`src/rtl/sram_arbiter.sv`:
```
// Shares one single-ported synchronous SRAM between the fetch and data requesters.
// Data side has priority; a starvation counter forces a pending fetch through.
module sram_arbiter #(
  parameter int unsigned STARVE_LIMIT = 4
) (
  input  logic        clk,
  input  logic        resetn,
  input  logic        inst_req,
  input  logic [31:0] inst_addr,
  output logic        inst_addr_ok,
  output logic        inst_data_ok,
  output logic [31:0] inst_rdata,
  input  logic        data_req,
  input  logic        data_wr,
  input  logic [3:0]  data_wstrb,
  input  logic [31:0] data_addr,
  input  logic [31:0] data_wdata,
  output logic        data_addr_ok,
  output logic        data_data_ok,
  output logic [31:0] data_rdata,
  output logic        sram_en,
  output logic [3:0]  sram_we,
  output logic [31:0] sram_addr,
  output logic [31:0] sram_wdata,
  input  logic [31:0] sram_rdata
);

  // state | meaning
  // IDLE  | no access issued last cycle, no response due
  // RESP  | access issued last cycle, sram_rdata belongs to owner
  typedef enum logic {IDLE, RESP} state_t;
  typedef enum logic {OWN_INST, OWN_DATA} owner_t;

  localparam logic [3:0] LIMIT = 4'(STARVE_LIMIT);

  state_t     state, state_nxt;
  owner_t     owner, owner_nxt;
  logic [3:0] starve_cnt, starve_nxt;
  logic       grant_data, grant_inst, resp_active;

  // Grants are gated by resetn so nothing reaches the SRAM while in reset.
  always_comb begin
    grant_data = resetn & data_req & ~(inst_req & (starve_cnt == LIMIT));
    grant_inst = resetn & inst_req & ~grant_data;
  end

  assign inst_addr_ok = grant_inst;
  assign data_addr_ok = grant_data;
  assign sram_en      = grant_data | grant_inst;
  assign sram_we      = (grant_data & data_wr) ? data_wstrb : 4'b0000;
  assign sram_addr    = grant_data ? data_addr : (grant_inst ? inst_addr : 32'h0);
  assign sram_wdata   = grant_data ? data_wdata : 32'h0;

  assign resp_active  = resetn & (state == RESP);
  assign inst_data_ok = resp_active & (owner == OWN_INST);
  assign data_data_ok = resp_active & (owner == OWN_DATA);
  assign inst_rdata   = inst_data_ok ? sram_rdata : 32'h0;
  assign data_rdata   = data_data_ok ? sram_rdata : 32'h0;

  always_comb begin
    state_nxt  = IDLE;
    owner_nxt  = owner;
    starve_nxt = starve_cnt;
    if (grant_data | grant_inst) begin
      state_nxt = RESP;
      owner_nxt = grant_data ? OWN_DATA : OWN_INST;
    end
    if (grant_inst | ~inst_req) begin
      starve_nxt = 4'd0;
    end else if (grant_data && (starve_cnt != LIMIT)) begin
      starve_nxt = starve_cnt + 4'd1;
    end
  end

  always_ff @(posedge clk) begin
    if (!resetn) begin
      state      <= IDLE;
      owner      <= OWN_INST;
      starve_cnt <= 4'd0;
    end else begin
      state      <= state_nxt;
      owner      <= owner_nxt;
      starve_cnt <= starve_nxt;
    end
  end

endmodule

```
`config.mk`:
```
export PLATFORM = sky130hd
export DESIGN_NAME = sram_arbiter
export DESIGN_NICKNAME = d
export VERILOG_FILES = /design/src/rtl/sram_arbiter.sv
export SDC_FILE = /design/constraint.sdc
export NUM_CORES = 1
export LEC_CHECK = 0
export CAP_MARGIN = 10
export CORE_AREA = 2 2 105 107
export CTS_BUF_LIST = sky130_fd_sc_hd__clkbuf_4 sky130_fd_sc_hd__clkbuf_8
export DETAILED_ROUTE_END_ITERATION = 12
export DIE_AREA = 0 0 107 109
export PLACE_DENSITY_LB_ADDON = 0.08
export SYNTH_ARGS = -nofsm -noshare
export SYNTH_HDL_FRONTEND = slang
export SYNTH_SLANG_ARGS = --single-unit
```
`constraint.sdc`:
```
create_clock -name clk -period 2.3 [get_ports clk]
set_input_delay 0.575 -clock clk [delete_from_list [all_inputs] [get_ports clk]]
set_output_delay 0.575 -clock clk [all_outputs]
set_load 0.05 [all_outputs]
```
=== Word level (Yosys, flattened, before mapping) ===
Cells that the tools add are included.

* Bits of input ports: 137
* Bits in registers: 6
* Bits in read-only memories: 0
* Logic and storage cells: 32
* Memory bits (writable): 0
* Output and inout port bits: 137
* Memories kept: 0
* Bits in latches: 0

* $mul: 0
* Reduce and logical (&&, ||, !) cells: 2
* Mux-type cells: 8
* Shift operators: 0
* Bitwise logic cells: 16
* Equality and inequality tests: 2
* Add/sub/neg operators: 1
* Div/mod/pow operators: 0
* Magnitude comparators: 0

{| class="wikitable"
|+ Operators with widths
! operator !! count
|-
| $mux W32 || 5
|-
| $and A1 B1 Y1 || 9
|-
| $not A1 Y1 || 5
|-
| $add A4 B1 Y4 const B || 1
|-
| $eq A4 B3 Y1 const B || 1
|-
| $mux W4 || 1
|-
| $ne A4 B3 Y1 const B || 1
|-
| $mux W1 || 2
|-
| $or A1 B1 Y1 || 2
|-
| $reduce_or A2 Y1 || 1
|-
| $logic_and A1 B1 Y1 || 1
|}

=== Depth between registers and ports, before layout ===
Gate-level depths: netlist (run 1).

* Word-level depth: 8
* Depth in mapped cells: 7
* Mapped depth without buffers: 5

=== Worst setup path after synthesis (run 1) ===
Ideal clock, no wire load.

* Kind: in2out
* Start: in resetn
* End: out inst_rdata[22]
* Buffers on the path: 1
* Cell stages on the path: 4
* Required time: 1.725 ns
* Data arrival time: 1.917 ns
* Path slack: -0.192 ns
* Path through: nand2_1 > nor2_1 > clkbuf_1 > and2_1

* Cells in the longest elaborated chain, start to end: 3

{| class="wikitable"
|+ Ends and longest elaborated chain
! element !! line !! text
|-
| from (decl) || 7 || <nowiki>input logic resetn,</nowiki>
|-
| $and A1 B1 Y1 || 54 || <nowiki>assign resp_active = resetn & (state == RESP);</nowiki>
|-
| $and A1 B1 Y1 || 55 || <nowiki>assign inst_data_ok = resp_active & (owner == OWN_INST);</nowiki>
|-
| via inst_data_ok || 11 || <nowiki>output logic inst_data_ok,</nowiki>
|-
| $mux W32 || 57 || <nowiki>assign inst_rdata = inst_data_ok ? sram_rdata : 32'h0;</nowiki>
|-
| to (decl) || 12 || <nowiki>output logic [31:0] inst_rdata,</nowiki>
|}

The timed path passes the listed nets, and every way through them passes these cells.

=== Final worst setup path (run 1) ===
* Start: reg starve_cnt[0]
* End: out sram_addr[12]

* Cells in the longest elaborated chain, start to end: 8

{| class="wikitable"
|+ Ends and longest elaborated chain
! element !! line !! text
|-
| from (decl) || 38 || <nowiki>logic [3:0] starve_cnt, starve_nxt;</nowiki>
|-
| from (signal assigned) || 83 || <nowiki>starve_cnt <= starve_nxt;</nowiki>
|-
| $eq A4 B3 Y1 * || 43 || <nowiki>grant_data = resetn & data_req & ~(inst_req & (starve_cnt == LIMIT));</nowiki>
|-
| $and A1 B1 Y1 * || 43 ||
|-
| $not A1 Y1 * || 43 ||
|-
| $and A1 B1 Y1 * || 43 ||
|-
| $not A1 Y1 || 44 || <nowiki>grant_inst = resetn & inst_req & ~grant_data;</nowiki>
|-
| $and A1 B1 Y1 || 44 ||
|-
| $mux W32 || 51 || <nowiki>assign sram_addr = grant_data ? data_addr : (grant_inst ? inst_addr : 32'h0);</nowiki>
|-
| $mux W32 * || 51 ||
|-
| to (decl) || 23 || <nowiki>output logic [31:0] sram_addr,</nowiki>
|}

Every way passes the cells marked *; elsewhere a longest branch is shown, timed or not.

==> results of run 1 <==
synthesized netlist by cell type:
library cell,n,area (µm²)
a21oi_2,1,8.760
a22o_1,32,280.3
and2_1,96,600.6
and3_1,5,31.28
buf_2,4,20.02
buf_6,5,56.30
clkbuf_1,8,30.03
dfxtp_1,6,120.1
ha_1,2,25.02
inv_1,4,15.01
nand2_1,4,15.01
nand3_1,1,5.000
nand3b_1,1,7.510
nor2_1,1,3.750
nor3_1,4,20.02
o211a_1,1,10.01
o21a_1,2,15.01
o21bai_1,1,7.510
xnor2_1,1,8.760
xor2_1,1,8.760
final cells by class:
class                   instances  area [µm²]
well taps                     140       175.2
flip-flops and latches          6       122.6
multi-input cells             153        1398
fillers                       880        4327
inverters                       4       15.01
repair buffers                301        4524
clock buffers                   3       41.29
cell families after synthesis:
family | after synthesis | synth area share (%)
AO/OA/AOI/OAI | 37 | 24.95
XOR/XNOR | 2 | 1.359
adder cells (fa/ha/maj) | 2 | 1.941
buffers and inverters | 21 | 9.417
flip-flops | 6 | 9.321
AND/OR/NAND/NOR | 112 | 53.01
what timing repair did:
action / 4_1_cts / 5_1_grt
resized for setup: 45 / 37
setup buffers: 5 / 2
gates cloned: 4 / 3
pin swaps: 16 / 22
setup endpoints to repair: 136 / 92
registers in the layout, summed over array words and instances (netlist names):
| register | count |
|---|---|
| starve_cnt | 4 |
| owner | 1 |
| state | 1 |
metal layers:
layer  global-route usage (%)  routed length [µm]  vias to the layer above
li1                         -                   -                     1188
met2                    30.80                5735                      173
met5                        0                   0                        -
met4                    3.896                 146                        0
met3                    5.320                1080                       10
met1                    16.49                3577                     1094
metrics by stage:
| step | hold slack (ps) | setup TNS, ps |
|---|---|---|
| global placement | 456.6 | -41740 |
| global route | 562.0 | -4848 |
| detailed placement | 477.0 | -41580 |
| CTS | 516.6 | -2137 |
| finish | 510.2 | -1336 |
| floorplan | 440.7 | 0 |
placed cells by master (no fill, tap or decap), types with 2 or more instances in the layout:
master and instances:
and3_4 4, buf_12 142, and2_1 68, clkbuf_16 3, dfxtp_2 2, clkbuf_8 3, a22o_4 26, clkdlybuf4s50_1 133
buf_4 11, nor3_1 4, buf_6 5, and2_4 24, buf_16 4, and2_2 4, inv_1 2, a22o_1 6
nand2_1 3, dfxtp_1 4, o21a_1 2, inv_2 2
worst paths after layout:
| check | endpoint | from |
|---|---|---|
| worst min-delay path | owner | owner |
| worst max register to register | owner | starve_cnt[0] |
| worst max-delay path | sram_addr[12] | starve_cnt[0] |
| worst min register to register | owner | owner |
power groups by stage:
stage | clock [mW] | combinational (mW) | sequential (mW)
2_1_floorplan | 0 | 0.446 | 0.112
3_3_place_gp | 0 | 1.14 | 0.112
3_5_place_dp | 0 | 1.15 | 0.112
4_1_cts | 0.163 | 1.21 | 0.111
5_1_grt | 0.168 | 1.31 | 0.112
6_report | 0.157 | 1.26 | 0.112
critical path, delay by kind of cell, from the launching register on:
kind                     cells  cell delay [ps]
AO/OA/AOI/OAI                2              590
buffers and inverters        3              400
flip-flops                   1              320
adder cells (fa/ha/maj)      1              120
AND/OR/NAND/NOR              1              120
==> results.toml, run 1 <==
[status]
status = "finished with violations"
violations = "setup timing"

[floorplanning]
initial_core_util_pct = 12.15
die_y_um = 109
core_um2 = 10600
ios = 274
rows = 38
die_w_um = 107
die-area_um2 = 11660

[power]
swShare_pct = 39.96
seq_power_share_pct = 7.3
ir_drop_v = 0.0001488
p_sw_mw = 0.6109
power_mw = 1.529
clock_power_share_pct = 10.3
p_leak_nw = 2.618
p_int_mw = 0.9178
combPwrFrac_pct = 82.4
power_density_nw_per_um2 = 243.6

[place]
place_inst = 590
dp_slack_ps = -375.5
dpl_cell_area_um2 = 5639
hpwlAfterDp_um = 8235
numPortBuffers = 273
finalWeightedCongestion = 0.7285

[timing]
hold_viol = 0
period_minus_slack_ps = 2354
fin_crit_sh_pct = 102.3
timing.fmax_mhz = 424.9
max_slew_margin_pct = 83.94
final_max_slew_viol_count = 0
tightest_slew_ps = 240.3
setup_violations = 35
finalWorstSetupSlack_ps = -53.57
rsz0062_at_grt = "true"
clock_skew_ps = 2.936

[setup_path]
crit_chain = "inv_2 -> ha_4 -> nand3b_1 -> o211a_4 -> buf_16 -> a22o_1 -> buf_12"
start_kind = "register"
reg2regPathDepth = 6
critPathCaptureType = "output port"
cpPeakStageDelay_ps = 340
required_ps = 1730
crit_type = "register to output port"
cp_data_arrival_time_ps = 1780
r2r_slack_ps = 920
worstPathMaxFanout = 15
cp_slowest_cell = "o211a_4"

[yosys]
synth_nets = 319
yosysWarnings = 0
seq_area_frac_synth_pct = 9.320
syn_avg_cell_area_um2 = 7.160
synthCells = 180
ys_ff_latch = 6
synth_cell_types = 20
syn-cell-area_um2 = 1289

[global_routing]
first_global_vias = 2535
grt_start_max_net_pins = 34
grt-ovfl-total = 0
grt_pass1_wl_um = 14340
antenna_found_initial = 0
track_usage_pct = 15.93

[final_layout]
utilization_pct = 59.19
drive_gt1_share_pct = 50.54
postLayoutCellArea_um2 = 6276
area_delta_synth_final_pct = 387.0
nets = 608
final-instance-count-excl-fill = 607
antenna_cells = 0

[cts]
postCtsHoldBufs = 0
h-tree-depth = 1
clk_path_buf_depth = 2
cts-root-buf = "clkbuf_8"
cts_buffers = 3
path_clk_slew_ps = 40
cts_sinks = 6
cts_tree = "done"
clk_latency_ps = 220

[route]
dr.pass1.iters = 4
drc = 0
viasPerCell = 4.061
vias = 2465
first_iter_violations = 80
routedWlPerCell_um = 17.36
wl_um = 10540
ant_nets = 0

[job]
max-cap-violations = 0

[worst_hold_path]
min_path_type = "register to register"
hold_depth = 2
(Power assumes the default switching activity.)
==> inputs of run 2 (changes only) <==
--- a/config.mk
+++ b/config.mk
@@ -10,7 +10,6 @@
 export CTS_BUF_LIST = sky130_fd_sc_hd__clkbuf_4 sky130_fd_sc_hd__clkbuf_8
 export DETAILED_ROUTE_END_ITERATION = 12
 export DIE_AREA = 0 0 107 109
-export PLACE_DENSITY_LB_ADDON = 0.08
 export SYNTH_ARGS = -nofsm -noshare
 export SYNTH_HDL_FRONTEND = slang
 export SYNTH_SLANG_ARGS = --single-unit
==> run 2 against run 1 <==
  * The flow still finishes with violations (setup timing)
  * Critical path type is now primary input to output port
  * Core utilization up 1.3 points
  * Sequential share of layout area about the same
  * Global-route usage rose by 0.28 points
==> results.toml, run 2 (synthesis gave the netlist of run 1 again) <==
[status]
status = "finished with violations"
violations = "setup timing"

[timing]
max_slew_margin_pct = 84.66
clock_skew_ps = 3.643
hold_viol = 0
rsz0062_at_grt = "true"
setup_violations = 69
tightest_slew_ps = 230.0
timing.fmax_mhz = 398.9
fin_crit_sh_pct = 109.0
final_max_slew_viol_count = 0
period_minus_slack_ps = 2507
finalWorstSetupSlack_ps = -207.2
tns_ps = -7818

[cts]
path_clk_slew_ps = 40
clk_latency_ps = 220
postCtsHoldBufs = 0
cts_buffers = 3
cts_tree = "done"
cts_sinks = 6
cts-root-buf = "clkbuf_8"
h-tree-depth = 1
clk_path_buf_depth = 2

[route]
dr.pass1.iters = 4
routedWlPerCell_um = 18.37
viasPerCell = 4.157
drc = 0
ant_nets = 0
wl_um = 11240
first_iter_violations = 78
vias = 2544

[place]
finalWeightedCongestion = 0.7384
numPortBuffers = 273
hpwlAfterDp_um = 8143
dpl_cell_area_um2 = 5619

[floorplanning]
initial_core_util_pct = 12.15
die_y_um = 109
core_um2 = 10600
die-area_um2 = 11660
ios = 274
die_w_um = 107
rows = 38

[final_layout]
multi_input_area_um2 = 1431
postLayoutCellArea_um2 = 6419
largest_reg_flops = 4
seqCellArea_um2 = 122.6
top_regs = "starve_cnt x4, owner x1, state x1"
drive_gt1_share_pct = 51.91
nets = 613
antenna_cells = 0
final_cell_mix = "buf_12, clkdlybuf4s50_1, and2_1"
top_register = "starve_cnt"
fillers = 825
area_delta_synth_final_pct = 398.1
final_common_cell = "buf_12"

[global_routing]
first_global_vias = 2581
antenna_found_initial = 0
grt_start_max_net_pins = 34
grt-ovfl-total = 0
grt_pass1_wl_um = 14660
track_usage_pct = 16.20

[power]
power_density_nw_per_um2 = 243.5
ir_drop_v = 0.0001686
p_leak_nw = 2.682
power_mw = 1.563

[worst_hold_path]
worstHoldStart = "owner"
hold_depth = 2
min_path_type = "register to register"
worst_hold_path.endpoint = "owner"

[setup_path]
r2r_slack_ps = 760
required_ps = 1730
cp_data_arrival_time_ps = 1930
worstPathMaxFanout = 8
reg2reg_to = "owner"
critPathCaptureType = "output port"
timing.rr.start = "starve_cnt[1]"
start_kind = "primary input"
reg2regPathDepth = 7
crit_type = "primary input to output port"

[job]
max-cap-violations = 0
run 2: changes by cell type in the layout (fill, tap and decap cells not counted), sizes merged:
cell	before	now
clkdlybuf4s15	1	2
o211a	1	2
buf	162	165
run 2: worst max-delay path by stage:
stage | start | end | slack, ps | depth (start not counted)
2_1_floorplan | inst_req | sram_addr[22] | 4 | 4
3_3_place_gp | inst_req | sram_addr[28] | -360 | 6
3_5_place_dp | resetn | sram_addr[28] | -380 | 6
4_1_cts | starve_cnt[1] | sram_addr[30] | -210 | 10
5_1_grt | starve_cnt[1] | sram_addr[19] | -270 | 10
6_report | data_req | sram_addr[26] | -210 | 8
run 2: cell type report:
cell class / instances / area share, %
clock buffer: 3 / 0.6433
timing repair buffer: 305 / 72.18
inverter: 4 / 0.2339
sequential: 6 / 1.910
multi-input combinational: 154 / 22.30
tap: 140 / 2.729
run 2: per-stage QoR:
| step | utilization (%) | hold slack (ps) | instances | worst slack [ps] |
|---|---|---|---|---|
| after global routing | 60.54 | 513.9 | 612 | -269.1 |
| after CTS | 57.36 | 463.4 | 604 | -210.9 |
| after detailed placement | 53.00 | 458.8 | 589 | -376.4 |
| after floorplan | - | 440.7 | 180 | 3.632 |
| final | 60.54 | 470.1 | 612 | -207.2 |
| after global placement | 53.00 | 452.2 | 589 | -363.5 |
run 2: where the power goes:
group | leakage [nW] | internal, mW | switching (mW)
logic | 2.61 | 0.718 | 0.576
clock network | 0.0216 | 0.112 | 0.0457
registers | 0.0501 | 0.108 | 0.00214
run 2: timing repair:
item,4_1_cts,5_1_grt
setup buffers,6,2
gates cloned,6,6
gates resized for setup,67,23
endpoints found under the setup margin,136,70
pin swaps,22,21
run 2: critical path, cell delays in order:
cell and delay [ps]:
clkdlybuf4s15_1 270, buf_4 200, a21oi_4 180, buf_6 150, buf_12 100, buf_16 130
a22o_1 180, buf_12 140
run 2: per-layer routing:
layer,routed length [µm],global-route usage (%),part of all wire [%]
met4,293,4.824,2.6
met1,3884,17.07,35
met3,1029,5.260,9.2
met2,6032,30.66,54
met5,0,0,0
